`config.mk`:
```
export PLATFORM = sky130hd
export DESIGN_NAME = sram_capture_buf
export DESIGN_NICKNAME = d
export VERILOG_FILES = /design/src/rtl/sram_capture_buf.sv
export SDC_FILE = /design/constraint.sdc
export NUM_CORES = 2
export LEC_CHECK = 0
export ABC_AREA = 0
export BUFFER_PORTS_ARGS = -buffer_cell sky130_fd_sc_hd__buf_4
export CAP_MARGIN = 20
export CORE_ASPECT_RATIO = 0.6
export CORE_MARGIN = 2
export CORE_UTILIZATION = 40
export CTS_BUF_LIST = sky130_fd_sc_hd__clkbuf_2
export DETAILED_ROUTE_END_ITERATION = 10
export PLACE_DENSITY = 0.66
export SLEW_MARGIN = 20
export SYNTH_ARGS = -nofsm -noshare
export SYNTH_HDL_FRONTEND = slang
export SYNTH_SLANG_ARGS = --single-unit
```
`constraint.sdc`:
```
create_clock -name clk_i -period 6.9 [get_ports clk_i]
set_input_delay 0.345 -clock clk_i [delete_from_list [all_inputs] [get_ports clk_i]]
set_output_delay 0.345 -clock clk_i [all_outputs]
set_load 0.01 [all_outputs]
```
`src/rtl/sram_capture_buf.sv`:
```
// sram_capture_buf
//
// Circular sample-capture memory (2^ADDR_W words x DATA_W bits) shared between
// the Wishbone slave's SRAM bus port and a streaming sample source. Software
// arms the block, samples stream in circularly until a trigger plus a
// programmable number of post-trigger samples have been written, then the
// block parks in DONE so the window can be read back over the bus.
//
// Ports:
//   clk_i         system clock
//   rst_n_i       asynchronous active-low reset
//   mymem_addr_i  bus word address (byte address bits [ADDR_W+1:2])
//   mymem_data_i  bus write data
//   mymem_wr_i    bus write strobe (single cycle)
//   mymem_data_o  bus read data, registered, 1-cycle latency, read-first
//   smp_valid_i   sample strobe
//   smp_data_i    sample word
//   arm_i         start/restart acquisition
//   trig_i        trigger pulse (honoured only while ARMED)
//   post_cnt_i    post-trigger sample count, sampled on the trigger
//   state_o       FSM state: IDLE=0, ARMED=1, POST=2, DONE=3
//   done_o        high while in DONE
//   trig_addr_o   write pointer captured at the trigger
//   wrap_o        sticky: write pointer wrapped during this acquisition
//   wr_ign_o      sticky: a bus write was dropped during capture

module sram_capture_buf #(
    parameter int ADDR_W = 6,
    parameter int DATA_W = 32
) (
    input  logic              clk_i,
    input  logic              rst_n_i,
    input  logic [ADDR_W+1:2] mymem_addr_i,
    input  logic [DATA_W-1:0] mymem_data_i,
    input  logic              mymem_wr_i,
    output logic [DATA_W-1:0] mymem_data_o,
    input  logic              smp_valid_i,
    input  logic [DATA_W-1:0] smp_data_i,
    input  logic              arm_i,
    input  logic              trig_i,
    input  logic [ADDR_W-1:0] post_cnt_i,
    output logic [1:0]        state_o,
    output logic              done_o,
    output logic [ADDR_W-1:0] trig_addr_o,
    output logic              wrap_o,
    output logic              wr_ign_o
);

    localparam int DEPTH = 1 << ADDR_W;

    typedef enum logic [1:0] {
        IDLE  = 2'd0,
        ARMED = 2'd1,
        POST  = 2'd2,
        DONE  = 2'd3
    } state_t;

    state_t            state_q, state_d;
    logic [ADDR_W-1:0] wr_ptr_q, wr_ptr_d;
    logic [ADDR_W-1:0] trig_addr_q, trig_addr_d;
    logic [ADDR_W-1:0] remaining_q, remaining_d;
    logic              wrap_q, wrap_d;
    logic              wr_ign_q, wr_ign_d;
    logic              bus_we;
    logic              cap_we;

    logic [DATA_W-1:0] mem [DEPTH];

    // Control: next-state and write enables
    always_comb begin
        state_d     = state_q;
        wr_ptr_d    = wr_ptr_q;
        trig_addr_d = trig_addr_q;
        remaining_d = remaining_q;
        wrap_d      = wrap_q;
        wr_ign_d    = wr_ign_q;
        bus_we      = 1'b0;
        cap_we      = 1'b0;

        if (arm_i) begin
            // Arm (or restart) from any state; a coincident trigger is ignored
            // and a coincident sample is not captured.
            state_d  = ARMED;
            wr_ptr_d = '0;
            wrap_d   = 1'b0;
            wr_ign_d = 1'b0;
            bus_we   = mymem_wr_i && (state_q == IDLE || state_q == DONE);
        end else begin
            unique case (state_q)
                IDLE, DONE: begin
                    bus_we = mymem_wr_i;
                end
                ARMED, POST: begin
                    if (mymem_wr_i) begin
                        wr_ign_d = 1'b1;
                    end
                    if (smp_valid_i) begin
                        cap_we   = 1'b1;
                        wr_ptr_d = wr_ptr_q + 1'b1;
                        if (wr_ptr_q == '1) begin
                            wrap_d = 1'b1;
                        end
                    end
                    if (state_q == ARMED) begin
                        if (trig_i) begin
                            // A trigger-cycle sample lands at wr_ptr_q, so the
                            // pointer before increment is the trigger address
                            // whether or not a sample arrives this cycle.
                            trig_addr_d = wr_ptr_q;
                            if (post_cnt_i == '0) begin
                                state_d = DONE;
                            end else begin
                                remaining_d = post_cnt_i;
                                state_d     = POST;
                            end
                        end
                    end else if (smp_valid_i) begin
                        remaining_d = remaining_q - 1'b1;
                        if (remaining_q == ADDR_W'(1)) begin
                            state_d = DONE;
                        end
                    end
                end
                default: state_d = IDLE;
            endcase
        end
    end

    // Control registers
    always_ff @(posedge clk_i or negedge rst_n_i) begin
        if (!rst_n_i) begin
            state_q     <= IDLE;
            wr_ptr_q    <= '0;
            trig_addr_q <= '0;
            remaining_q <= '0;
            wrap_q      <= 1'b0;
            wr_ign_q    <= 1'b0;
        end else begin
            state_q     <= state_d;
            wr_ptr_q    <= wr_ptr_d;
            trig_addr_q <= trig_addr_d;
            remaining_q <= remaining_d;
            wrap_q      <= wrap_d;
            wr_ign_q    <= wr_ign_d;
        end
    end

    // Memory array: not reset. Bus and capture writes are mutually exclusive
    // by state, so only one write port is active in any cycle.
    always_ff @(posedge clk_i) begin
        if (bus_we) begin
            mem[mymem_addr_i] <= mymem_data_i;
        end
        if (cap_we) begin
            mem[wr_ptr_q] <= smp_data_i;
        end
    end

    // Registered bus read; non-blocking update gives read-first behaviour
    always_ff @(posedge clk_i or negedge rst_n_i) begin
        if (!rst_n_i) begin
            mymem_data_o <= '0;
        end else begin
            mymem_data_o <= mem[mymem_addr_i];
        end
    end

    assign state_o     = state_q;
    assign done_o      = (state_q == DONE);
    assign trig_addr_o = trig_addr_q;
    assign wrap_o      = wrap_q;
    assign wr_ign_o    = wr_ign_q;

endmodule
```
==> out/qor.json <==
{
  "result_of_the_run": {"value": "finished clean"},
  "io_pins": {"value": 125},
  "min_to": {"value": "mem[9][27]"},
  "yosysWarningCount": {"value": 0},
  "slew_headroom": {"value": 12.0, "unit": "%"},
  "synth.yosys.seq_area_share": {"value": 78.5, "unit": "%"},
  "layout_worst_path_cycle_share": {"value": 70.0, "unit": "%"},
  "layout-drive-gt1-share": {"value": 34.7, "unit": "%"},
  "grt_pass1_vias": {"value": 40721},
  "detailedRoute.firstIterationViolations": {"value": 7905},
  "synth.avg_cell_area": {"value": 22.5, "unit": "um2"},
  "areaGrowthSynthToFinish": {"value": 14.2, "unit": "%"},
  "rsz0062_at_grt": {"value": "false"},
  "clock-sinks": {"value": 2102},
  "timing.critical_path.arrival": {"value": 5.95, "unit": "ns"},
  "global_route.usage.total": {"value": 22.6, "unit": "%"},
  "vias": {"value": 42549},
  "remaining_drc_errors": {"value": 0},
  "worst_skew_pair.late_latency": {"value": 1.68, "unit": "ns"},
  "cts.repair.resized": {"value": 0},
  "beginning_of_the_worst_hold_path": {"value": "mymem_data_i[27]"},
  "ir_drop": {"value": 0.000137, "unit": "V"},
  "minimum_setup_slack_after_placement": {"value": 2.32, "unit": "ns"},
  "tritoncts": {"value": "yes"},
  "drt-wirelength-per-cell": {"value": 32.6, "unit": "um"},
  "routabilityCongestion": {"value": 1.03},
  "ys_ff_latch": {"value": 2102},
  "critical_path.endpoint_type": {"value": "flop"},
  "worst_hold_path.num_cells": {"value": 4},
  "port-buffer-count": {"value": 124},
  "timing.max_cap.violations": {"value": 0},
  "globalRoute.totalOverflow": {"value": 0},
  "worstReg2RegEnd": {"value": "mem[15][29]"},
  "slew_viol_final": {"value": 0},
  "syn_nets": {"value": 3639},
  "path_class": {"value": "flop to flop"},
  "antenna_found_initial": {"value": 24},
  "fmaxAchievable": {"value": 207, "unit": "MHz"},
  "dieArea": {"value": 204000, "unit": "um2"},
  "core-area": {"value": 199000, "unit": "um2"},
  "timing.hold.worst.class": {"value": "input pin to flop"},
  "wl": {"value": 234000, "unit": "um"},
  "synth_cell_types": {"value": 46},
  "hpwlAfterDp": {"value": 135000, "unit": "um"},
  "p_per_area": {"value": 278, "unit": "nW/um2"},
  "setup_ws": {"value": 2.07, "unit": "ns"},
  "worst_slew_pin_slew": {"value": 1.32, "unit": "ns"},
  "reg2regPathDepth": {"value": 7},
  "synth_instances": {"value": 3551},
  "post-layout-total-power": {"value": 25.4, "unit": "mW"},
  "critPathMaxFanout": {"value": 32},
  "routed_via_density": {"value": 5.93},
  "final_net_count": {"value": 4310},
  "initial_utilization": {"value": 40.2, "unit": "%"},
  "cts-buffers-inserted": {"value": 439},
  "layout.cells.most_common_list": {"value": "sky130_fd_sc_hd__edfxtp_1, sky130_fd_sc_hd__clkbuf_2, sky130_fd_sc_hd__mux4_2"},
  "postCtsSetupRepairBufs": {"value": 0},
  "data_required_time_at_the_worst_endpoint": {"value": 8.02, "unit": "ns"},
  "pin_count_of_the_biggest_net_entering_global_routing": {"value": 85},
  "timing.clock.skew": {"value": 0.223, "unit": "ns"},
  "reg2reg_slack": {"value": 2.07, "unit": "ns"},
  "hold_viol": {"value": 0},
  "worstReg2RegStart": {"value": "state_o[1]"},
  "setup_viol": {"value": 0},
  "ctsHoldBuffers": {"value": 189},
  "power.static_leakage": {"value": 29.3, "unit": "nW"},
  "synth-edff-count": {"value": 2048},
  "height_of_the_die": {"value": 351, "unit": "um"},
  "drt_first_pass_iters": {"value": 8},
  "die_x": {"value": 581, "unit": "um"},
  "synthFlopType": {"value": "sky130_fd_sc_hd__edfxtp_1"},
  "share_of_flip_flops_with_an_asynchronous_set_or_reset_after_synthesis": {"value": 2.57, "unit": "%"},
  "final_sum_of_negative_setup_slack": {"value": 0, "unit": "ns"},
  "worst_setup_hold_path_clk_slew": {"value": 0.13, "unit": "ns"},
  "finalCriticalPeriod": {"value": 4.83, "unit": "ns"},
  "cts_root_buf": {"value": "sky130_fd_sc_hd__clkbuf_2"},
  "htreeDepth": {"value": 5},
  "clock_tree.buffer_depth": {"value": 4},
  "grt_pass1_wl": {"value": 321000, "unit": "um"},
  "syn_area": {"value": 80000, "unit": "um2"},
  "detail_route_antenna_nets": {"value": 0},
  "mostFrequentLayoutCell": {"value": "sky130_fd_sc_hd__edfxtp_1"},
  "sort_of_element_at_the_start_of_the_critical_path": {"value": "flop"},
  "std_cell_rows": {"value": 127}
}
## layer usage
layer  wire length, um  GRT usage, %
met5                54             0
met4              5670          5.75
met3             40400          11.1
met2             95400          29.9
met1             92500          33.0
## state kept, by name, indices dropped and copies added (netlist names)
name and count:
state_o 2, trig_addr_o 6, mem 2048, wrap_o 1, mymem_data_o 32, remaining_q 6, wr_ptr_q 6, wr_ign_o 1
## area by class of cell
cell class              count  area [um2]
diodes                      6        15.0
multi-input cells        1251       16800
repair buffers            422        4600
clock inverters            92         502
well taps                2644        3310
clock buffers             656        3280
flip-flops and latches   2102       62900
fillers                 16655      108000
inverters                   6        22.5
## per-stage QoR
| stage | hold slack, ns | instance area (um2) | util, % | std cells |
|---|---|---|---|---|
| detailed placement | 0.192 | 84700 | 42.5 | 6215 |
| finish | 0.0478 | 91400 | 45.9 | 7179 |
| floorplan | 0.0494 | 80000 | - | 3551 |
| global placement | 0.191 | 84600 | 42.5 | 6211 |
| CTS | 0.00264 | 90900 | 45.6 | 7152 |
| global route | 0.0188 | 91400 | 45.9 | 7177 |
## how the worst max path moves through the flow
| stage | startpoint | endpoint | slack (ns) |
|---|---|---|---|
| finish | state_o[1] | mem[15][29] | 2.07 |
| global route | state_o[1] | mem[15][11] | 2.02 |
| CTS | state_o[0] | mem[13][3] | 2.22 |
| detailed placement | state_o[1] | mem[13][29] | 2.32 |
| global placement | state_o[1] | mem[40][3] | 2.43 |
| floorplan | state_o[1] | mem[16][0] | 2.94 |
## report_power, final
group / internal [mW] / leakage (nW) / switching, mW
clock network: 2.68 / 2.98 / 4.76
registers: 14.7 / 19.1 / 0.124
logic: 0.954 / 7.22 / 2.15
## critical path, cell delays in order, from the launching register on
cell and delay, ns:
sky130_fd_sc_hd__dfrtp_1 0.41, sky130_fd_sc_hd__inv_1 0.08, sky130_fd_sc_hd__ha_1 0.36, sky130_fd_sc_hd__nor2b_1 0.46
sky130_fd_sc_hd__nor2b_4 0.39, sky130_fd_sc_hd__mux2i_1 0.52, sky130_fd_sc_hd__nand3_1 0.89, sky130_fd_sc_hd__nor2_4 1.18
## Yosys cell counts, drive strengths merged, types with 20 or more instances
library cell | number | area [um2]
a211oi | 45 | 338
a21oi | 32 | 160
buf | 111 | 676
clkbuf | 81 | 304
dfrtp | 54 | 1350
edfxtp | 2048 | 61500
mux2 | 58 | 653
mux2i | 66 | 661
mux4 | 490 | 11000
nand2 | 43 | 161
nand2b | 20 | 125
nor2 | 102 | 383
nor2b | 47 | 294
nor3 | 20 | 100
nor4 | 22 | 138
o21ai | 33 | 165
o221ai | 27 | 236
o22ai | 127 | 795
## cell families (layout without fill, tap and decap cells)
group	Yosys count	in the layout	share of synthesized area, %
XOR/XNOR	4	4	0.0438
buffers and inverters	198	1176	1.25
multiplexers	614	614	15.4
flip-flops	2102	2102	78.5
AO/OA/AOI/OAI	342	342	2.92
adder cells (fa/ha/maj)	6	6	0.0938
AND/OR/NAND/NOR	285	285	1.74
other	0	6	0
Note: power is estimated with default switching activity, not from simulation.
